$ cat src/rtl/pc_unit.sv
// pc_unit -- program-counter / next-PC stage for the 8-bit datapath.
//
// Holds the PC, advances it one instruction per cycle while running, and
// redirects it through a small branch-target lookup table when a
// conditional branch resolves taken against the ALU zero flag. Implements
// the start/done handshake: IDLE until started, RUN until a halt
// instruction, then HALT with done asserted until the next start.
//
// Optional feature macro: PC_UNIT_INSTR_COUNT_EN
//   defined   -> 16-bit saturating retired-instruction counter on instr_count
//   undefined -> instr_count tied to 0, no counter logic
//
// Ports:
//   clk            in   system clock, rising edge
//   reset          in   asynchronous, active-high reset
//   start          in   begin program execution (sampled in IDLE/HALT)
//   halt           in   instruction at pc is a halt
//   branch_en      in   instruction at pc is a conditional branch
//   branch_on_zero in   1: branch when alu_zero=1, 0: branch when alu_zero=0
//   alu_zero       in   ALU zero flag for the current instruction
//   branch_idx     in   LUT entry holding the branch target
//   lut_wr_en      in   LUT write strobe (honoured in IDLE/HALT only)
//   lut_wr_idx     in   LUT write address
//   lut_wr_data    in   LUT write data
//   pc             out  current instruction address
//   pc_valid       out  high in RUN
//   branch_taken   out  previous RUN cycle took a branch
//   done           out  high in HALT
//   instr_count    out  retired-instruction count
module pc_unit #(
  parameter int                  PC_WIDTH   = 10,
  parameter int                  LUT_IDX_W  = 4,
  parameter logic [PC_WIDTH-1:0] START_ADDR = '0
) (
  input  logic                 clk,
  input  logic                 reset,
  input  logic                 start,
  input  logic                 halt,
  input  logic                 branch_en,
  input  logic                 branch_on_zero,
  input  logic                 alu_zero,
  input  logic [LUT_IDX_W-1:0] branch_idx,
  input  logic                 lut_wr_en,
  input  logic [LUT_IDX_W-1:0] lut_wr_idx,
  input  logic [PC_WIDTH-1:0]  lut_wr_data,
  output logic [PC_WIDTH-1:0]  pc,
  output logic                 pc_valid,
  output logic                 branch_taken,
  output logic                 done,
  output logic [15:0]          instr_count
);

  localparam int LUT_DEPTH = 1 << LUT_IDX_W;

  typedef enum logic [1:0] {
    ST_IDLE = 2'd0,
    ST_RUN  = 2'd1,
    ST_HALT = 2'd2
  } state_t;

  state_t              state_q, state_d;
  logic [PC_WIDTH-1:0] pc_q, pc_d;
  logic                pc_valid_q, pc_valid_d;
  logic                branch_taken_q, branch_taken_d;
  logic                done_q, done_d;
  logic [PC_WIDTH-1:0] lut_q [LUT_DEPTH];
  logic                lut_wr_ok_s;

  // Next-state, next-PC and registered-output values.
  always_comb begin
    state_d        = state_q;
    pc_d           = pc_q;
    pc_valid_d     = 1'b0;
    branch_taken_d = 1'b0;
    done_d         = 1'b0;
    case (state_q)
      ST_IDLE: begin
        if (start) begin
          state_d    = ST_RUN;
          pc_d       = START_ADDR;
          pc_valid_d = 1'b1;
        end else begin
          state_d = ST_IDLE;
        end
      end
      ST_RUN: begin
        // Priority: halt over branch over sequential step.
        if (halt) begin
          state_d = ST_HALT;
          done_d  = 1'b1;
        end else if (branch_en && (alu_zero == branch_on_zero)) begin
          pc_d           = lut_q[branch_idx];
          pc_valid_d     = 1'b1;
          branch_taken_d = 1'b1;
        end else begin
          // Natural truncation wraps the maximum address back to 0.
          pc_d       = pc_q + {{(PC_WIDTH-1){1'b0}}, 1'b1};
          pc_valid_d = 1'b1;
        end
      end
      ST_HALT: begin
        if (start) begin
          state_d    = ST_RUN;
          pc_d       = START_ADDR;
          pc_valid_d = 1'b1;
        end else begin
          done_d = 1'b1;
        end
      end
      default: begin
        state_d = ST_IDLE;
        pc_d    = START_ADDR;
      end
    endcase
  end

  // Control state and registered outputs.
  always_ff @(posedge clk or posedge reset) begin
    if (reset) begin
      state_q        <= ST_IDLE;
      pc_q           <= START_ADDR;
      pc_valid_q     <= 1'b0;
      branch_taken_q <= 1'b0;
      done_q         <= 1'b0;
    end else begin
      state_q        <= state_d;
      pc_q           <= pc_d;
      pc_valid_q     <= pc_valid_d;
      branch_taken_q <= branch_taken_d;
      done_q         <= done_d;
    end
  end

  // The LUT is frozen while a program runs so a stray strobe cannot move a
  // branch target underneath executing code.
  assign lut_wr_ok_s = lut_wr_en && (state_q != ST_RUN);

  // Branch-target LUT storage, cleared by reset.
  always_ff @(posedge clk or posedge reset) begin
    if (reset) begin
      for (int i = 0; i < LUT_DEPTH; i++) begin
        lut_q[i] <= '0;
      end
    end else if (lut_wr_ok_s) begin
      lut_q[lut_wr_idx] <= lut_wr_data;
    end
  end

  assign pc           = pc_q;
  assign pc_valid     = pc_valid_q;
  assign branch_taken = branch_taken_q;
  assign done         = done_q;

`ifdef PC_UNIT_INSTR_COUNT_EN
  logic [15:0] instr_count_q, instr_count_d;
  logic        start_accept_s;

  assign start_accept_s = start && ((state_q == ST_IDLE) || (state_q == ST_HALT));

  // Saturating count of RUN cycles (the halt cycle retires too).
  always_comb begin
    instr_count_d = instr_count_q;
    if (start_accept_s) begin
      instr_count_d = 16'h0000;
    end else if ((state_q == ST_RUN) && (instr_count_q != 16'hFFFF)) begin
      instr_count_d = instr_count_q + 16'h0001;
    end else begin
      instr_count_d = instr_count_q;
    end
  end

  // Instruction counter register.
  always_ff @(posedge clk or posedge reset) begin
    if (reset) begin
      instr_count_q <= 16'h0000;
    end else begin
      instr_count_q <= instr_count_d;
    end
  end

  assign instr_count = instr_count_q;
`else
  assign instr_count = 16'h0000;
`endif

endmodule

$ cat config.mk
export PLATFORM = sky130hd
export DESIGN_NAME = pc_unit
export DESIGN_NICKNAME = d
export VERILOG_FILES = /design/src/rtl/pc_unit.sv
export SDC_FILE = /design/constraint.sdc
export NUM_CORES = 1
export LEC_CHECK = 0
export CAP_MARGIN = 20
export CORE_MARGIN = 2
export CORE_UTILIZATION = 50
export CTS_CLUSTER_SIZE = 20
export DETAILED_ROUTE_END_ITERATION = 7
export GPL_TIMING_DRIVEN = 0
export PLACE_DENSITY_LB_ADDON = 0.3
export SYNTH_ARGS = -nofsm -noshare
export SYNTH_HDL_FRONTEND = slang
export SYNTH_SLANG_ARGS = --single-unit
export TNS_END_PERCENT = 1
$ cat constraint.sdc
create_clock -name clk -period 12.7 [get_ports clk]
set_clock_uncertainty 0.05 [all_clocks]
set_input_delay 1.905 -clock clk [delete_from_list [all_inputs] [get_ports clk]]
set_output_delay 1.905 -clock clk [all_outputs]
set_load 0.05 [all_outputs]
==> results.toml, run 1 <==
[status]
status = "completed"

[synth]
synth.distinct_cells = 44
netlist.area_leader.share_pct = 53.0
seq_area_frac_synth_pct = 53.0
ys_seq_elements = 175
netlist_top_cells_area = "dfrtp_1, mux2_2, mux4_2"
yosysTopAreaCell = "dfrtp_1"
synth-edff-count = 0
avgSynthCellArea_um2 = 14.5
synth_area_um2 = 8260
synth_top_flop_cell = "dfrtp_1"
yosysWarnings = 0
async_reset_ff_share_pct = 100
syn-instance-count = 571

[power_and_ir_drop]
vdd_drop_max_uv = 113
switching_power_uw = 552
power_frac_seq_pct = 47.5
p_leak_nw = 4.18
intPower_mw = 1.41
switching_share_pct = 28.1
power_frac_comb_pct = 28.2
pwr-share-clk_pct = 24.3
power.density_nw_per_um2 = 207

[timing]
drv_slew = 0
setup_tns_ns = 0
fin_crit_ns = 3.91
clock.fmax_ghz = 0.256
worstMarginPinSlew_ns = 0.940
max_slew_margin_pct = 37.3
rsz0062_at_grt = "no"
fin_crit_sh_pct = 30.8
hold_ws_ns = 0.451
layout_setup_ws_ns = 8.79
hold_violations = 0
setup_viol = 0

[clock_tree]
cts_tree = "done"
cts-hold-fix-buffers = 0
cts_made_buffers = 17
cts_setup_buffers = 0
cts_root_buffer = "clkbuf_16"
cts-resized-gates = 0
clk_latency_ns = 0.42
clock_sinks = 175
clk_path_buf_depth = 2
clk_pin_slew_ns = 0.06
h-tree-depth = 4

[worst_setup_path]
crit_required_ns = 12.94
r2r_slack_ns = 10.09
arrival_ns = 4.15
crit_path_end_kind = "flip-flop"
cp_max_fo = 10
worstSetupPathType = "input pin to flip-flop"
critPathLaunchType = "input pin"

[die]
initial_core_util_pct = 50.6
core_um2 = 16300
die_h_um = 133
die_w_um = 133
boundaryPins = 55
num_rows = 47
die_area_um2 = 17600

[finish]
final_cell_area_um2 = 9510
fin_cells = 871
syn_to_final_growth_pct = 15.1
layout-drive-gt1-share_pct = 40.9
diodes = 0
finish.net_count = 672
final.fill_count = 1336

[placed_design]
placed_area_um2 = 8970
port_buffers = 34
placedCellCount = 841
dp_slack_ns = 8.31
dp_hpwl_um = 12400
gp_congestion = 0.810

[worst_hold_path]
hp-class = "flip-flop to flip-flop"

[route]
via_per_inst = 5.87
antenna_left = 0
wl_per_cell_um = 22.2
detail_route.first_pass.iterations = 4
drtIter0Drc = 426
routed_wl_um = 19400
via_count = 5111
route.detailed.drc = 0

[global_route]
grt_start_max_net_pins = 121
overflow = 0
grt_usage_pct = 23.4
antenna_found_initial = 0
grt_pass1_wl_um = 30600
grt_pass1_vias = 5369

[run]
cap_violations = 0
metrics by stage:
step / power (mW) / utilization [%]
6_report: 1.97 / 58.2
5_1_grt: 2.07 / 58.2
4_1_cts: 1.97 / 58.1
3_5_place_dp: 1.50 / 54.9
3_3_place_gp: 1.45 / 54.7
2_1_floorplan: 1.34 / -
placed cells by master (no fill, tap or decap), types with 4 or more instances in the layout:
cell type        instances
nor2b_1                 12
mux4_2                  42
nand2_1                 30
clkdlybuf4s50_1         34
inv_1                    6
mux2i_1                  4
buf_2                    9
clkinv_2                 4
a31oi_1                  4
a21oi_1                  6
nand3_1                 13
clkbuf_16               17
ha_1                     5
o311ai_1                 4
a22oi_1                  5
o21ai_0                 13
conb_1                  16
buf_4                   18
nor2_1                  10
mux2_2                 162
clkbuf_1                19
dfrtp_1                175
final timing paths:
check                              to  depth (start not counted)           from
max                             pc[6]                          6  branch_idx[0]
min                         lut_q[36]                          1      lut_q[36]
max reg2reg                  lut_q[2]                          6     state_q[1]
min reg2reg                 lut_q[36]                          1      lut_q[36]
max in group asynchronous  lut_q[118]                          3          reset
min in group asynchronous  state_q[1]                          2          reset
state kept, by name, indices dropped and copies added (netlist names):
register and flops:
done 1, state_q 2, lut_q 160, branch_taken 1, pc 10, pc_valid 1
critical path, stage by stage:
cell and delay (ns):
clkdlybuf4s50_1 0.54, buf_2 0.45, mux4_2 0.56, mux2_2 0.27
o21ai_0 0.29, a22oi_1 0.13
area by class of cell:
| cell class | instances | area (um2) | area share, % |
|---|---|---|---|
| buffer | 46 | 259 | 2.72 |
| clock buffer | 22 | 464 | 4.88 |
| clock inverter | 7 | 65.1 | 0.684 |
| inverter | 7 | 33.8 | 0.355 |
| multi-input combinational | 358 | 3660 | 38.4 |
| sequential | 175 | 4380 | 46.0 |
| tap | 220 | 275 | 2.89 |
| timing repair buffer | 36 | 379 | 3.99 |
power groups by stage:
stage | logic [mW] | clock network, mW | registers, mW
after floorplan | 0.421 | 0 | 0.923
after global placement | 0.530 | 0 | 0.915
after detailed placement | 0.555 | 0 | 0.940
after CTS | 0.557 | 0.485 | 0.931
after global routing | 0.596 | 0.513 | 0.961
final | 0.554 | 0.477 | 0.934
synth_stat cells (4+ instances only):
cell type	number
a21oi_1	6
a22oi_1	5
a31oi_1	4
buf_2	9
buf_4	18
clkbuf_1	16
dfrtp_1	175
ha_1	5
inv_1	7
mux2_2	162
mux2i_1	4
mux4_2	42
nand2_1	30
nand3_1	13
nor2_1	10
nor2b_1	12
o21ai_0	13
o311ai_1	4
cells by family after synthesis:
group / synth area share, %
multiplexers: 34.0
AO/OA/AOI/OAI: 3.41
AND/OR/NAND/NOR: 5.13
adder cells (fa/ha/maj): 0.757
other: 0.0454
buffers and inverters: 3.45
flip-flops: 53.0
XOR/XNOR: 0.212
routing by layer:
metal  vias to the layer above  track usage, %  part of all wire, %
met5                         -               0                    0
met4                         0            12.5                  3.8
met3                        50            3.87                  5.1
met2                       151            37.6                   50
met1                      2703            30.6                   41
li1                       2207               -                    -
Note: power is estimated with default switching activity, not from simulation.
==> run 2, diff against run 1 <==
==> constraint.sdc (replaced) <==
create_clock -name clk -period 3.4 [get_ports clk]
set_clock_uncertainty 0.05 [all_clocks]
set_input_delay 0.51 -clock clk [delete_from_list [all_inputs] [get_ports clk]]
set_output_delay 0.51 -clock clk [all_outputs]
set_load 0.05 [all_outputs]
==> run 2 against run 1 <==
  * Cell area grew 0.66%
  * Sequential cell count is the same
  * Via count shrank 0.35%
  * First-iteration DRC count grew 3.8%
  * Wire length grew 1.4%
  * Core utilization grew 0.38 points
  * Combinational power grew to 3.8 times the previous value
  * Die area is the same
  * Clock power grew to 3.9 times the previous value
  * Sequential power grew to 3.7 times the previous value
  * Hold slack is essentially flat
  * Register-to-register slack lost 9.3 ns
  * Critical endpoint is now lut_q[36]
  * Largest cell class unchanged
  * Largest power group unchanged
==> results.toml, run 2 (same netlist as run 1, synthesis figures left out) <==
[global_route]
grt_pass1_wl_um = 31800
grt_pass1_vias = 5513
overflow = 0
grt_usage_pct = 24.2
grt_start_max_net_pins = 45
antenna_found_initial = 0

[worst_hold_path]
hold_depth = 1
hp-class = "flip-flop to flip-flop"

[route]
via_per_inst = 5.82
antenna_left = 0
via_count = 5093
route.detailed.drc = 0
detail_route.first_pass.iterations = 4
drtIter0Drc = 442
routed_wl_um = 19600
wl_per_cell_um = 22.5

[worst_setup_path]
crit_buf_inv = 2
cp_common_cell = "inv_1"
cp_max_fo = 10
critPathLaunchType = "flip-flop"
arrival_ns = 2.85
crit_path_end_kind = "flip-flop"
crit_required_ns = 3.66
crit_chain = "inv_1 > ha_1 > inv_1 > nand2_1 > nor4_4 > mux2_2"
worstSetupPathType = "flip-flop to flip-flop"
slowest_stage = "nor4_4"
max_stage_delay_ns = 0.97
critPathTopFamily = "simple AND/OR/NAND/NOR gates"
reg2reg_depth = 6
worstSetupPathDepth = 6

[timing]
fin_crit_ns = 2.60
fin_crit_sh_pct = 76.4
max_slew_margin_pct = 21.3
hold_ws_ns = 0.450
drv_slew = 0
layout_setup_ws_ns = 0.803
hold_violations = 0
worstMarginPinSlew_ns = 1.17
setup_viol = 0
clock.fmax_ghz = 0.385
rsz0062_at_grt = "no"

[finish]
syn_to_final_growth_pct = 15.9
final_cell_area_um2 = 9570
top_register = "lut_q"
largest_reg_flops = 160
fin_cells = 875
layout-drive-gt1-share_pct = 40.9
diodes = 0
mostFrequentLayoutCells = "dfrtp_1, mux2_2, mux4_2, clkdlybuf4s50_1, nand2_1"
mostFrequentLayoutCell = "dfrtp_1"
finish.net_count = 674

[clock_tree]
clk_latency_ns = 0.43
clk_path_buf_depth = 2
clock_sinks = 175
cts_setup_buffers = 0
h-tree-depth = 4
cts-hold-fix-buffers = 0
cts_root_buffer = "clkbuf_16"
clk_pin_slew_ns = 0.06
cts-resized-gates = 0
cts_tree = "done"
cts_made_buffers = 17

[placed_design]
port_buffers = 34
dp_slack_ns = 0.395
placedCellCount = 844
gp_congestion = 0.786
dp_hpwl_um = 12900
placed_area_um2 = 9020

[die]
die_h_um = 133
die_area_um2 = 17600
initial_core_util_pct = 50.6
boundaryPins = 55
die_w_um = 133
num_rows = 47
core_um2 = 16300

[run]
cap_violations = 0

[status]
status = "completed"

[power_and_ir_drop]
power.density_nw_per_um2 = 775
vdd_drop_max_uv = 412
total_power_mw = 7.42
p_leak_nw = 4.21
## run 2: changes by cell type in the layout (fill, tap and decap cells not counted), sizes merged
cell	delta
buf	+2
clkbuf	+4
clkinv	-2
clkinvlp	+1
inv	-1
## run 2: layer usage
layer | up-vias | wire (um) | GRT usage (%) | share of wire (%)
met5 | - | 0 | 0 | 0
met1 | 2677 | 8280 | 31.9 | 42
met4 | 0 | 558 | 9.20 | 2.8
met2 | 145 | 9810 | 39.7 | 50
met3 | 44 | 992 | 5.29 | 5.0
li1 | 2227 | - | - | -
## run 2: power by group
| part | total, mW | switching [mW] | leakage, nW | internal, mW |
|---|---|---|---|---|
| sequential | 3.48 | 0.471 | 2.21 | 3.01 |
| combinational | 2.08 | 0.840 | 1.73 | 1.24 |
| clock | 1.85 | 0.773 | 0.266 | 1.08 |
| total | 7.42 | 2.08 | 4.21 | 5.34 |
## run 2: through the flow
stage | utilization, % | TNS, ns
floorplan | - | 0
global placement | 54.7 | -107.44
detailed placement | 55.2 | 0
CTS | 58.6 | 0
global route | 58.6 | 0
finish | 58.6 | 0
## run 2: area by class of cell
class	count	area (um2)
inverters	7	30.0
clock buffers	26	499
multi-input cells	358	3660
well taps	220	275
plain buffers	46	259
flip-flops and latches	175	4380
repair buffers	38	420
clock inverters	5	55.1
fillers	1302	6770
## run 2: path summary, 6_finish.rpt
kind,from,to,slack [ns]
setup / recovery,state_q[1],lut_q[36],0.80
hold / removal,lut_q[65],lut_q[65],0.45
setup reg to reg,state_q[1],lut_q[36],0.80
hold reg to reg,lut_q[65],lut_q[65],0.45
max in group asynchronous,reset,lut_q[52],1.78
min in group asynchronous,reset,done,0.53
